### src/rtl/wisc_alu.sv
// wisc_alu: WISC-15 execute-stage ALU. Result is purely combinational; the
// z/n/v condition flags are registered for later conditional branches.
// Build option: define ALU_SAT_EN to saturate ADD/SUB results on signed
// overflow instead of wrapping modulo 2^16.

// One barrel-shifter stage: optionally shifts by SH positions.
// The fill bit is used for right shifts only; left shifts always zero fill.
module wisc_alu_shift_stage #(
  parameter int SH = 1
) (
  input  logic [15:0] din,
  input  logic        en,
  input  logic        left,
  input  logic        fill,
  output logic [15:0] dout
);

  // Shift by SH when this stage's amount bit is set, else pass through
  always_comb begin
    dout = din;
    if (en) begin
      if (left) dout = {din[15-SH:0], {SH{1'b0}}};
      else      dout = {{SH{fill}}, din[15:SH]};
    end
  end

endmodule

module wisc_alu (
  output logic [15:0] Result,
  output logic        v,
  output logic        n,
  output logic        z,
  input  logic [15:0] A,
  input  logic [15:0] B,
  input  logic [3:0]  Alu_Ctrl,
  input  logic        clk,
  input  logic        rst_n
);

  localparam logic [3:0] OP_ADD  = 4'b0000;
  localparam logic [3:0] OP_SUB  = 4'b0001;
  localparam logic [3:0] OP_NAND = 4'b0100;
  localparam logic [3:0] OP_XOR  = 4'b1000;
  localparam logic [3:0] OP_SLL  = 4'b1100;
  localparam logic [3:0] OP_SRL  = 4'b1110;
  localparam logic [3:0] OP_SRA  = 4'b1111;

  typedef struct packed {
    logic valid;  // recognised opcode: z is updated
    logic arith;  // ADD/SUB: n and v are updated too
    logic sub;
    logic shift;
    logic left;
    logic arith_sh;
  } dec_t;

  dec_t        dec;
  logic [15:0] b_op;
  logic [15:0] sum;
  logic        ovf;
  logic [15:0] arith_res;
  logic [15:0] shift_res;
  logic [4:0][15:0] sh_pipe;

  // Decode the control code into orthogonal select bits
  always_comb begin
    dec = '0;
    unique case (Alu_Ctrl)
      OP_ADD:  begin dec.valid = 1'b1; dec.arith = 1'b1; end
      OP_SUB:  begin dec.valid = 1'b1; dec.arith = 1'b1; dec.sub = 1'b1; end
      OP_NAND: dec.valid = 1'b1;
      OP_XOR:  dec.valid = 1'b1;
      OP_SLL:  begin dec.valid = 1'b1; dec.shift = 1'b1; dec.left = 1'b1; end
      OP_SRL:  begin dec.valid = 1'b1; dec.shift = 1'b1; end
      OP_SRA:  begin dec.valid = 1'b1; dec.shift = 1'b1; dec.arith_sh = 1'b1; end
      default: dec = '0;
    endcase
  end

  // Shared adder: SUB is A + ~B + 1, so overflow reduces to the ADD rule on b_op
  always_comb begin
    b_op = dec.sub ? ~B : B;
    sum  = A + b_op + {15'd0, dec.sub};
    ovf  = (A[15] == b_op[15]) && (sum[15] != A[15]);
`ifdef ALU_SAT_EN
    // Positive operand overflowed upward, negative one overflowed downward
    if (ovf) arith_res = A[15] ? 16'h8000 : 16'h7FFF;
    else     arith_res = sum;
`else
    arith_res = sum;
`endif
  end

  // 1/2/4/8 barrel shifter driven by B[3:0]
  assign sh_pipe[0] = A;
  for (genvar g = 0; g < 4; g++) begin : g_sh
    wisc_alu_shift_stage #(.SH(1 << g)) u_stage (
      .din  (sh_pipe[g]),
      .en   (B[g]),
      .left (dec.left),
      .fill (dec.arith_sh & A[15]),
      .dout (sh_pipe[g+1])
    );
  end
  assign shift_res = sh_pipe[4];

  // Result mux; unrecognised codes produce zero
  always_comb begin
    Result = 16'h0000;
    if (dec.arith)                 Result = arith_res;
    else if (dec.shift)            Result = shift_res;
    else if (Alu_Ctrl == OP_NAND)  Result = ~(A & B);
    else if (Alu_Ctrl == OP_XOR)   Result = A ^ B;
  end

  // Condition flags: z on every valid op, n/v only on ADD/SUB
  always_ff @(posedge clk or negedge rst_n) begin
    if (!rst_n) begin
      z <= 1'b0;
      n <= 1'b0;
      v <= 1'b0;
    end else if (dec.valid) begin
      z <= (Result == 16'h0000);
      if (dec.arith) begin
        n <= Result[15];
        v <= ovf;
      end
    end
  end

endmodule

### config.mk
export PLATFORM = sky130hd
export DESIGN_NAME = wisc_alu
export DESIGN_NICKNAME = d
export VERILOG_FILES = /design/src/rtl/wisc_alu.sv
export SDC_FILE = /design/constraint.sdc
export NUM_CORES = 1
export LEC_CHECK = 0
export BUFFER_PORTS_ARGS = -buffer_cell sky130_fd_sc_hd__buf_2
export CORE_UTILIZATION = 60
export DETAILED_ROUTE_END_ITERATION = 12
export GPL_TIMING_DRIVEN = 0
export PLACE_DENSITY = 0.95
export SETUP_SLACK_MARGIN = 0.4
export SKIP_LAST_GASP = 1
export SLEW_MARGIN = 20
export SYNTH_ARGS = -nofsm -noshare
export SYNTH_HDL_FRONTEND = slang
export SYNTH_SLANG_ARGS = --single-unit
### constraint.sdc
create_clock -name clk -period 12.5 [get_ports clk]
set_input_delay 1.25 -clock clk [delete_from_list [all_inputs] [get_ports clk]]
set_output_delay 1.25 -clock clk [all_outputs]
set_load 0.03 [all_outputs]
## Word level (Yosys, flattened, before mapping)

Cells that the tools add are included.

- $mul: 0
- Shifts and indexed selects: 0
- Bitwise gates (word level): 5
- $add $sub $neg: 2
- Reductions and logical operators: 7
- Equality and inequality tests: 8
- Muxes and demuxes: 19
- Magnitude comparators: 0
- Divide/modulo/power cells: 0

Operators with widths:

| operator | number |
|---|---|
| two-way mux 16 bit | 13 |
| inverter 16 bit | 2 |
| adder 16 x 1 -> 16 bit | 1 |
| adder 16 bit | 1 |
| bitwise AND 16 bit | 1 |
| equality test 4 bit, second input constant | 4 |
| zero test 16 bit | 1 |
| XOR 16 bit | 1 |
| OR reduction 7 bit | 1 |
| two-way mux 1 bit | 6 |
| equality test 4 x 1 -> 1 bit, second input constant | 1 |
| equality test 4 x 3 -> 1 bit, second input constant | 1 |
| zero test 4 bit | 1 |
| OR reduction 3 bit | 1 |
| AND reduction 2 bit | 1 |
| OR reduction 2 bit | 1 |
| bitwise AND 1 bit | 1 |
| equality test 1 bit | 1 |
| logical AND 1 bit | 1 |
| inequality test 1 bit | 1 |

- Latch bits: 0
- Memories: 0
- Bits in registers: 3
- Bits in read-only memories: 0
- Bits in writable memories: 0

## Depth between registers and ports, before layout

Gate-level depths: netlist (run 1).

- Depth in word-level cells: 14
- Gate-level depth with buffers: 17
- Gate-level depth less buffers: 13

## Hierarchy

From an unflattened synthesis (run 1), not the netlist that was laid out.

- Cells, all modules: 447
- Area total of the unflattened synthesis: 3,153.0 um^2

By module, submodules not included:

| module | cells an instance | area each (um^2) | times used | sequential area each (um^2) |
|---|---|---|---|---|
| wisc_alu | 256 | 1,900.6 | 1 | 75.1 |
| wisc_alu_shift_stage at g_sh[0].u_stage | 53 | 344.1 | 1 | 0.0 |
| wisc_alu_shift_stage at g_sh[1].u_stage | 51 | 337.8 | 1 | 0.0 |
| wisc_alu_shift_stage at g_sh[2].u_stage | 46 | 296.5 | 1 | 0.0 |
| wisc_alu_shift_stage at g_sh[3].u_stage | 41 | 274.0 | 1 | 0.0 |

## Worst setup path before layout (run 1)

OpenSTA, ideal clock, no wires.

- Kind: input to output
- Start: in Alu_Ctrl[2]
- End: out Result[15]
- Arrival time: 4,958 ps
- Path buffers: 3
- Stages on the path: 15
- Data required time: 11,250 ps
- Setup slack: 6,292 ps
- Path through: buf_2 > nor3_1 > clkbuf_1 > nand2_1 > clkbuf_1 > xnor2_1 > ha_1 > o21a_1 > nor2_1 > a31oi_1 > a41o_1 > a31o_2 > nand2_1 > a21o_1 > a211oi_1

- Longest elaborated chain between the ends: 12

RTL lines:

| what | RTL line | RTL |
|---|---|---|
| from (decl) | 36 | `input logic [3:0] Alu_Ctrl,` |
| parallel branches: the longest is 11 deep, another holds adder 16 bit | -- |  |
| two-way mux 16 bit (*) | 111 | `if (dec.arith) Result = arith_res;` |
| to (decl) | 30 | `output logic [15:0] Result,` |

Every way passes the cells marked *.

## Worst setup path after layout (run 1)

Ends and elaborated chain as after synthesis.

==> results of run 1 <==
==> power by group <==
group / internal, mW / switching (mW)
combinational: 0.0689 / 0.126
clock: 0.0219 / 0.00779
sequential: 0.0113 / 0.000820
==> through the flow <==
step                 util  instances  area, um^2  setup slack [ns]
global placement    0.704        674        4000              5.65
finish              0.712        678        4040              5.29
global route        0.712        678        4040              5.04
detailed placement  0.704        674        4000              5.51
floorplan               -        546        3620              6.29
CTS                 0.712        678        4040              5.48
==> cell families (layout without fill, tap and decap cells) <==
| group | after synthesis | in the layout | share of synthesized area |
|---|---|---|---|
| AO/OA/AOI/OAI | 190 | 190 | 0.359 |
| XOR/XNOR | 25 | 25 | 0.0604 |
| adder cells (fa/ha/maj) | 33 | 33 | 0.116 |
| buffers and inverters | 55 | 115 | 0.0666 |
| flip-flops | 3 | 3 | 0.0207 |
| multiplexers | 29 | 29 | 0.0953 |
| AND/OR/NAND/NOR | 211 | 211 | 0.282 |
==> how the worst max path moves through the flow <==
| stage | end | slack, ns | depth (start not counted) |
|---|---|---|---|
| 2_1_floorplan | Result[15] | 6.29 | 15 |
| 3_3_place_gp | Result[15] | 5.65 | 17 |
| 3_5_place_dp | Result[15] | 5.51 | 17 |
| 4_1_cts | Result[15] | 5.48 | 17 |
| 5_1_grt | Result[12] | 5.04 | 16 |
| 6_report | Result[15] | 5.29 | 17 |
==> sequential cells by signal, indices dropped and copies added (netlist names) <==
register / count
v: 1
n: 1
z: 1
==> cells in the final DEF, fill, tap and decap left out, types with 11 or more instances in the layout <==
master | Yosys | routed
ha_1 | 32 | 32
buf_2 | 12 | 68
o21ai_0 | 34 | 34
nand3_1 | 21 | 21
a31oi_1 | 13 | 13
clkbuf_1 | 22 | 23
nand2b_1 | 13 | 13
nor2_1 | 48 | 48
nand2_1 | 69 | 69
a21oi_1 | 42 | 42
nor3_1 | 11 | 11
nor2b_1 | 12 | 12
xnor2_1 | 19 | 19
mux2i_1 | 21 | 21
==> final cells by class <==
class,instances,area (um^2),area share
Buffer,46,208,0.0514
Clock buffer,4,45.0,0.0111
Inverter,9,33.8,0.00836
Multi-Input combinational cell,488,3310,0.819
Sequential cell,3,75.1,0.0186
Tap cell,72,90.1,0.0223
Timing Repair Buffer,56,280,0.0694
==> routing by layer <==
metal  global-route usage  vias to the layer above
li1                     -                     2192
met1                0.631                     2278
met2                0.736                      482
met3                0.169                      110
met4                0.247                        0
met5                    0                        -
==> tightest hold or removal path, cell delays in order, from the launching register on <==
cell     delay (ns)
dfrtp_1        0.34
nand2_1        0.05
o21ai_0        0.06
==> summary.md, run 1 <==
| Metric | Value |
|---|---|
| Worst r2r path cells | 2 |
| Core Region | 5680 um^2 |
| Clock latency on the worst-skew pair | 0.22 ns |
| Yosys warns | 0 |
| TNS Setup | 0 ns |
| Die area | 6360 um^2 |
| Initial Util | 0.639 |
| Post-synth EDFFs | 0 |
| Netlist Area Pre-Place | 3620 um^2 |
| # fillers | 503 |
| Period Utilization, post-route | 0.577 |
| CTS Buffer Depth | 2 |
| R2R setup slack | 11.82 ns |
| Max-capacitance violation count | 0 |
| Post-detail-place hpwl | 11700 um |
| Highest Signal Layer | met4 |
| Crit path from | Alu_Ctrl[2] |
| Clock Sinks | 3 |
| Master of the slowest instance on the critical path | nor3_1 |
| Post-synth top area cell | ha_1 |
| Async SR Flop Fraction | 1.00 |
| Hold_buf cts | 0 |
| Root Driver | clkbuf_8 |
| Peak VDD IR | 0.0681 mV |
| CP startpoint kind | input port |
| CTS tree | built |
| Slew @ Worst Pin | 0.838 ns |
| Slew Limit Fails | 0 |
| Pwr/cell area | 58.6 nW/um^2 |
| Hold Vio Cnt, Final | 0 |
| WL final | 15600 um |
| Antenna cells | 0 |
| Detailed-route via count | 5062 |
| Commonest cells post-synth | 69 x nand2_1, 48 x nor2_1, 42 x a21oi_1 |
| Fin Clk Skew | 0 ns |
| Met3 WL | 2480 um |
| Fraction of layout cells with a size suffix above 1 | 0.155 |
| Setup Crit Path Kind | input port to output pin |
| CP Buf/Inv Count | 5 |
| Global Route Usage Sum | 0.496 |
| Status | finished, final reports clean |
| CP top delay family | compound AO/OA/AOI/OAI gates |
| GRT overflow | 0 |
| Worst Hold Class | flop to flop |
| Avg Cell Area, Syn | 6.64 um^2 |
| Die Span X | 79.7 um |
| Synth Instances | 546 |
| Pin count of the biggest net entering global routing | 12 |
| Total Power | 0.237 mW |
| Initial antenna violation count | 0 |
| Row count | 27 |
| Fmax | 0.139 GHz |
| Main area contributors after synthesis | ha_1 11%, nand2_1 7.1%, a21oi_1 5.8% |
| CP most frequent cell | buf_2 |
| 1st-iter DRT viols | 1115 |
| Post-CTS sizing | 0 |
| IO Pins | 57 |
| DR vias/cell | 7.47 |
| Reg2reg end | n |
| Setup Viol. Count Final | 0 |
| Htree depth | 1 |
| CP required | 11.25 ns |
| Routability cong. | 1.14 |
| Number of distinct library cells after synthesis | 69 |
| Area growth syn-to-layout | 11.5% |
| Synth top area share | 0.110 |
| DRC Markers | 0 |
| Hold Path Sink | v |
| Slew margin rel. | 0.434 |
| RSZ-0062 raised after global routing | false |
| Wire length per cell | 23.1 um |
| Worst-path clk slew | 0.04 ns |
| Number of global-route vias before repair | 4690 |
| CP max stage delay | 0.56 ns |
| Setup Fix Bufs, Post-CTS | 0 |
| Hold path cells | 2 |
| Hold path start | v |
| Die Y | 79.7 um |
| ANT nets after route | 0 |
| Critical R2R Launch | n |
| Cell with the most instances after synthesis | nand2_1 |
| First-pass GRT wire length | 24200 um |
| Num CTS Buffers | 3 |
| Worst setup EP type | output pin |
| Final nets | 678 |
| Tmin final | 7.21 ns |
| Post-synth top flop | dfrtp_1 |
| Leakage power total | 1.71 nW |
| Count of state elements after synthesis | 3 |
| CP cell instances | buf_2 -> buf_2 -> nor3_1 -> clkbuf_1 -> nand2_1 -> clkbuf_1 -> xnor2_1 -> ha_1 -> o21a_1 -> nor2_1 -> a31oi_1 -> a41o_1 -> a31o_2 -> nand2_1 -> a2111oi_0 -> a211oi_1 -> buf_2 |
| Met2 wire len | 6370 um |
| Number of port buffers | 56 |
| CP arrival | 5.96 ns |
| CP max FO | 10 |
| TritonRoute pass-1 iters | 8 |
| DRT met1 WL | 5840 um |
| Seq/Total Area, Yosys | 0.0207 |
| Syn Nets | 617 |
| Hold Slack | 0.484 ns |
Power figures use the tool's default switching activity.
==> inputs of run 2 (changes only) <==
--- a/config.mk
+++ b/config.mk
@@ -5,8 +5,9 @@
 export SDC_FILE = /design/constraint.sdc
 export NUM_CORES = 1
 export LEC_CHECK = 0
+export ABC_AREA = 1
 export BUFFER_PORTS_ARGS = -buffer_cell sky130_fd_sc_hd__buf_2
-export CORE_UTILIZATION = 60
+export CORE_UTILIZATION = 59
 export DETAILED_ROUTE_END_ITERATION = 12
 export GPL_TIMING_DRIVEN = 0
 export PLACE_DENSITY = 0.95
==> constraint.sdc (replaced) <==
create_clock -name clk -period 6.65 [get_ports clk]
set_input_delay 0.665 -clock clk [delete_from_list [all_inputs] [get_ports clk]]
set_output_delay 0.665 -clock clk [all_outputs]
set_load 0.03 [all_outputs]
==> run 2 against run 1 <==
Net effect:
- sequential share of layout area grew 0.26 points
- sequential power is 88% higher
- combinational power increased by 60%
- worst setup slack got worse by 2.9 ns
- critical path type unchanged
- critical endpoint is now Result[14]
- largest power group unchanged
- highest routed layer unchanged
==> summary.md, run 2 <==
| Metric | Value |
|---|---|
| Hold_buf cts | 0 (unchanged) |
| CP max FO | 10 (unchanged) |
| Worst setup margin | 2.39 ns (was 5.29 ns) |
| Global Route Usage Sum | 0.423 (was 0.496) |
| Avg Cell Area, Syn | 5.41 um^2 (was 6.64 um^2) |
| Wire length per cell | 16.8 um (was 23.1 um) |
| Synth top area share | 0.210 (was 0.110) |
| Number of port buffers | 56 (unchanged) |
| Setup Crit Path Kind | input port to output pin (unchanged) |
| Fmax | 0.235 GHz |
| TritonRoute pass-1 iters | 7 (was 8) |
| Commonest cells post-synth | 174 x nand2_1, 131 x nand3_1, 34 x nor2_1 (was 69 x nand2_1, 48 x nor2_1, 42 x a21oi_1) |
| Post-synth EDFFs | 0 (unchanged) |
| CTS tree | built (unchanged) |
| Comb pwr share | 0.804 (was 0.823) |
| Post-detail-place hpwl | 9520 um (was 11700 um) |
| Worst-path clk slew | 0.03 ns (was 0.04 ns) |
| Detailed-route via count | 4436 (was 5062) |
| DRC Markers | 0 (unchanged) |
| Htree depth | 1 (unchanged) |
| Worst Hold Class | input port to asynchronous set/reset pin (was flop to flop) |
| Max-capacitance violation count | 0 (unchanged) |
| Die area | 5600 um^2 (was 6360 um^2) |
| Netlist Area Pre-Place | 3130 um^2 (was 3620 um^2) |
| Synth Instances | 578 (was 546) |
| Slew @ Worst Pin | 0.753 ns (was 0.838 ns) |
| Reg area | 75.1 um^2 (unchanged) |
| Number of distinct library cells after synthesis | 38 (was 69) |
| Slew margin rel. | 0.498 (was 0.434) |
| Post-synth top area cell | nand3_1 (was ha_1) |
| Multi-input gate area | 2810 um^2 (was 3310 um^2) |
| Seq/Total Area, Yosys | 0.0240 (was 0.0207) |
| Clock latency on the worst-skew pair | 0.21 ns (was 0.22 ns) |
| Worst setup EP type | output pin (unchanged) |
| Final nets | 710 (was 678) |
| Initial antenna violation count | 0 (unchanged) |
| Post-synth top flop | dfrtp_1 (unchanged) |
| Switching part of the total power | 0.581 (was 0.569) |
| Die Span X | 74.8 um (was 79.7 um) |
| Pin count of the biggest net entering global routing | 11 (was 12) |
| Clock power share | 0.137 (was 0.125) |
| Sw power | 0.226 mW (was 0.135 mW) |
| Pwr/cell area | 110 nW/um^2 (was 58.6 nW/um^2) |
| Number of global-route vias before repair | 3845 (was 4690) |
| Row count | 26 (was 27) |
| Hold Vio Cnt, Final | 0 (unchanged) |
| Post-layout util | 0.694 (was 0.712) |
| Initial Util | 0.613 (was 0.639) |
| Leakage power total | 1.87 nW (was 1.71 nW) |
| Yosys warns | 0 (unchanged) |
| CP startpoint kind | input port (unchanged) |
| Period Utilization, post-route | 0.641 |
| ANT nets after route | 0 (unchanged) |
| Slew Limit Fails | 0 (unchanged) |
| IO Pins | 57 (unchanged) |
| Design Area, Final | 3540 um^2 (was 4040 um^2) |
| WL final | 11900 um (was 15600 um) |
| Tmin final | 4.26 ns |
| Setup WS pre-CTS | 2.52 ns (was 5.51 ns) |
| Seq pwr share | 0.059 (was 0.051) |
| RSZ-0062 raised after global routing | false (unchanged) |
| Core Region | 5110 um^2 (was 5680 um^2) |
| CTS Buffer Depth | 2 (unchanged) |
| TNS Setup | 0 ns (unchanged) |
| DR vias/cell | 6.27 (was 7.47) |
| Hold Slack | 0.240 ns (was 0.484 ns) |
| First-pass GRT wire length | 18100 um (was 24200 um) |
| Most frequent cells in the layout | 174 x nand2_1, 131 x nand3_1, 66 x buf_2 (was 69 x nand2_1, 68 x buf_2, 48 x nor2_1) |
| # fillers | 493 (was 503) |
| Async SR Flop Fraction | 1.00 (unchanged) |
| Fraction of layout cells with a size suffix above 1 | 0.179 (was 0.155) |
| Area growth syn-to-layout | 13.2% (was 11.5%) |
| Main area contributors after synthesis | nand3_1 21%, nand2_1 21%, ha_1 13% (was ha_1 11%, nand2_1 7.1%, a21oi_1 5.8%) |
| Fin Clk Skew | 0 ns (unchanged) |
| Cell with the most instances after synthesis | nand2_1 (unchanged) |
| Biggest regs | n: 1 flops, v: 1 flops, z: 1 flops (unchanged) |
| Peak VDD IR | 0.142 mV (was 0.0681 mV) |
| Die Y | 74.8 um (was 79.7 um) |
| Post-CTS sizing | 0 (unchanged) |
| Routability cong. | 1.01 (was 1.14) |
| Setup Viol. Count Final | 0 (unchanged) |
| Count of state elements after synthesis | 3 (unchanged) |
| Most common cell after layout, fill and taps aside | nand2_1 (unchanged) |
| Num CTS Buffers | 3 (unchanged) |
| Clock Sinks | 3 (unchanged) |
| Setup Fix Bufs, Post-CTS | 0 (unchanged) |
| 1st-iter DRT viols | 587 (was 1115) |
| CP arrival | 3.60 ns (was 5.96 ns) |
| Dpl cell area | 3500 um^2 (was 4000 um^2) |
| Status | finished, final reports clean (unchanged) |
| CP required | 5.98 ns (was 11.25 ns) |
| Internal Power | 0.163 mW (was 0.102 mW) |
| Root Driver | clkbuf_8 (unchanged) |
| Syn Nets | 649 (was 617) |
| Antenna cells | 0 (unchanged) |
| GRT overflow | 0 (unchanged) |
run 2: worst paths after layout:
check                      depth (start not counted)  startpoint  slack (ns)          to
max in group asynchronous                          1       rst_n        6.30           v
max                                               18        B[2]        2.39  Result[14]
min                                                1       rst_n        0.24           z
max reg2reg                                        2           v        5.97           v
min in group clk                                   2           n        0.48           n
min reg2reg                                        2           n        0.48           n
run 2: through the flow:
step	total power, mW	std cells
global route	0.417	708
CTS	0.378	708
detailed placement	0.323	704
floorplan	0.236	578
global placement	0.316	704
finish	0.388	708
run 2: power by group through the flow:
stage | combinational, mW | sequential, mW | clock (mW)
4_1_cts | 0.302 | 0.0227 | 0.0531
5_1_grt | 0.339 | 0.0232 | 0.0547
3_5_place_dp | 0.301 | 0.0229 | 0
2_1_floorplan | 0.208 | 0.0287 | 0
6_report | 0.312 | 0.0228 | 0.0532
3_3_place_gp | 0.293 | 0.0227 | 0
run 2: layer usage:
layer | vias to the layer above | track usage | share of wire
met2 | 326 | 0.722 | 0.45
met1 | 1935 | 0.510 | 0.39
met5 | - | 0 | 0
met4 | 0 | 0.224 | 0.060
li1 | 2095 | - | -
met3 | 80 | 0.0683 | 0.095
run 2: critical path, stage by stage:
cell	delay, ns
buf_2	0.14
inv_1	0.08
clkbuf_1	0.34
clkbuf_1	0.44
xor2_1	0.13
ha_1	0.41
nand2_1	0.10
nand2_1	0.07
nand2_1	0.05
nand2_1	0.15
nand3_1	0.10
nand2_1	0.14
nand3_1	0.09
nand2_1	0.11
xor2_1	0.15
nand2_1	0.07
nand3b_1	0.14
buf_2	0.22
run 2: layout make-up:
class	instances	area share
clock buffers	4	0.0127
plain buffers	25	0.0332
well taps	70	0.0247
repair buffers	56	0.0791
flip-flops and latches	3	0.0212
multi-input cells	516	0.793
inverters	34	0.0364
run 2: cells by family (layout without fill, tap and decap cells):
group           after synthesis  after routing  share of synthesized area
fa+ha+maj                    33             33                      0.134
buf+inv                      59            119                     0.0788
compound gates               75             75                      0.134
flops                         3              3                     0.0240
xor+xnor                     18             18                     0.0504
simple gates                390            390                      0.578
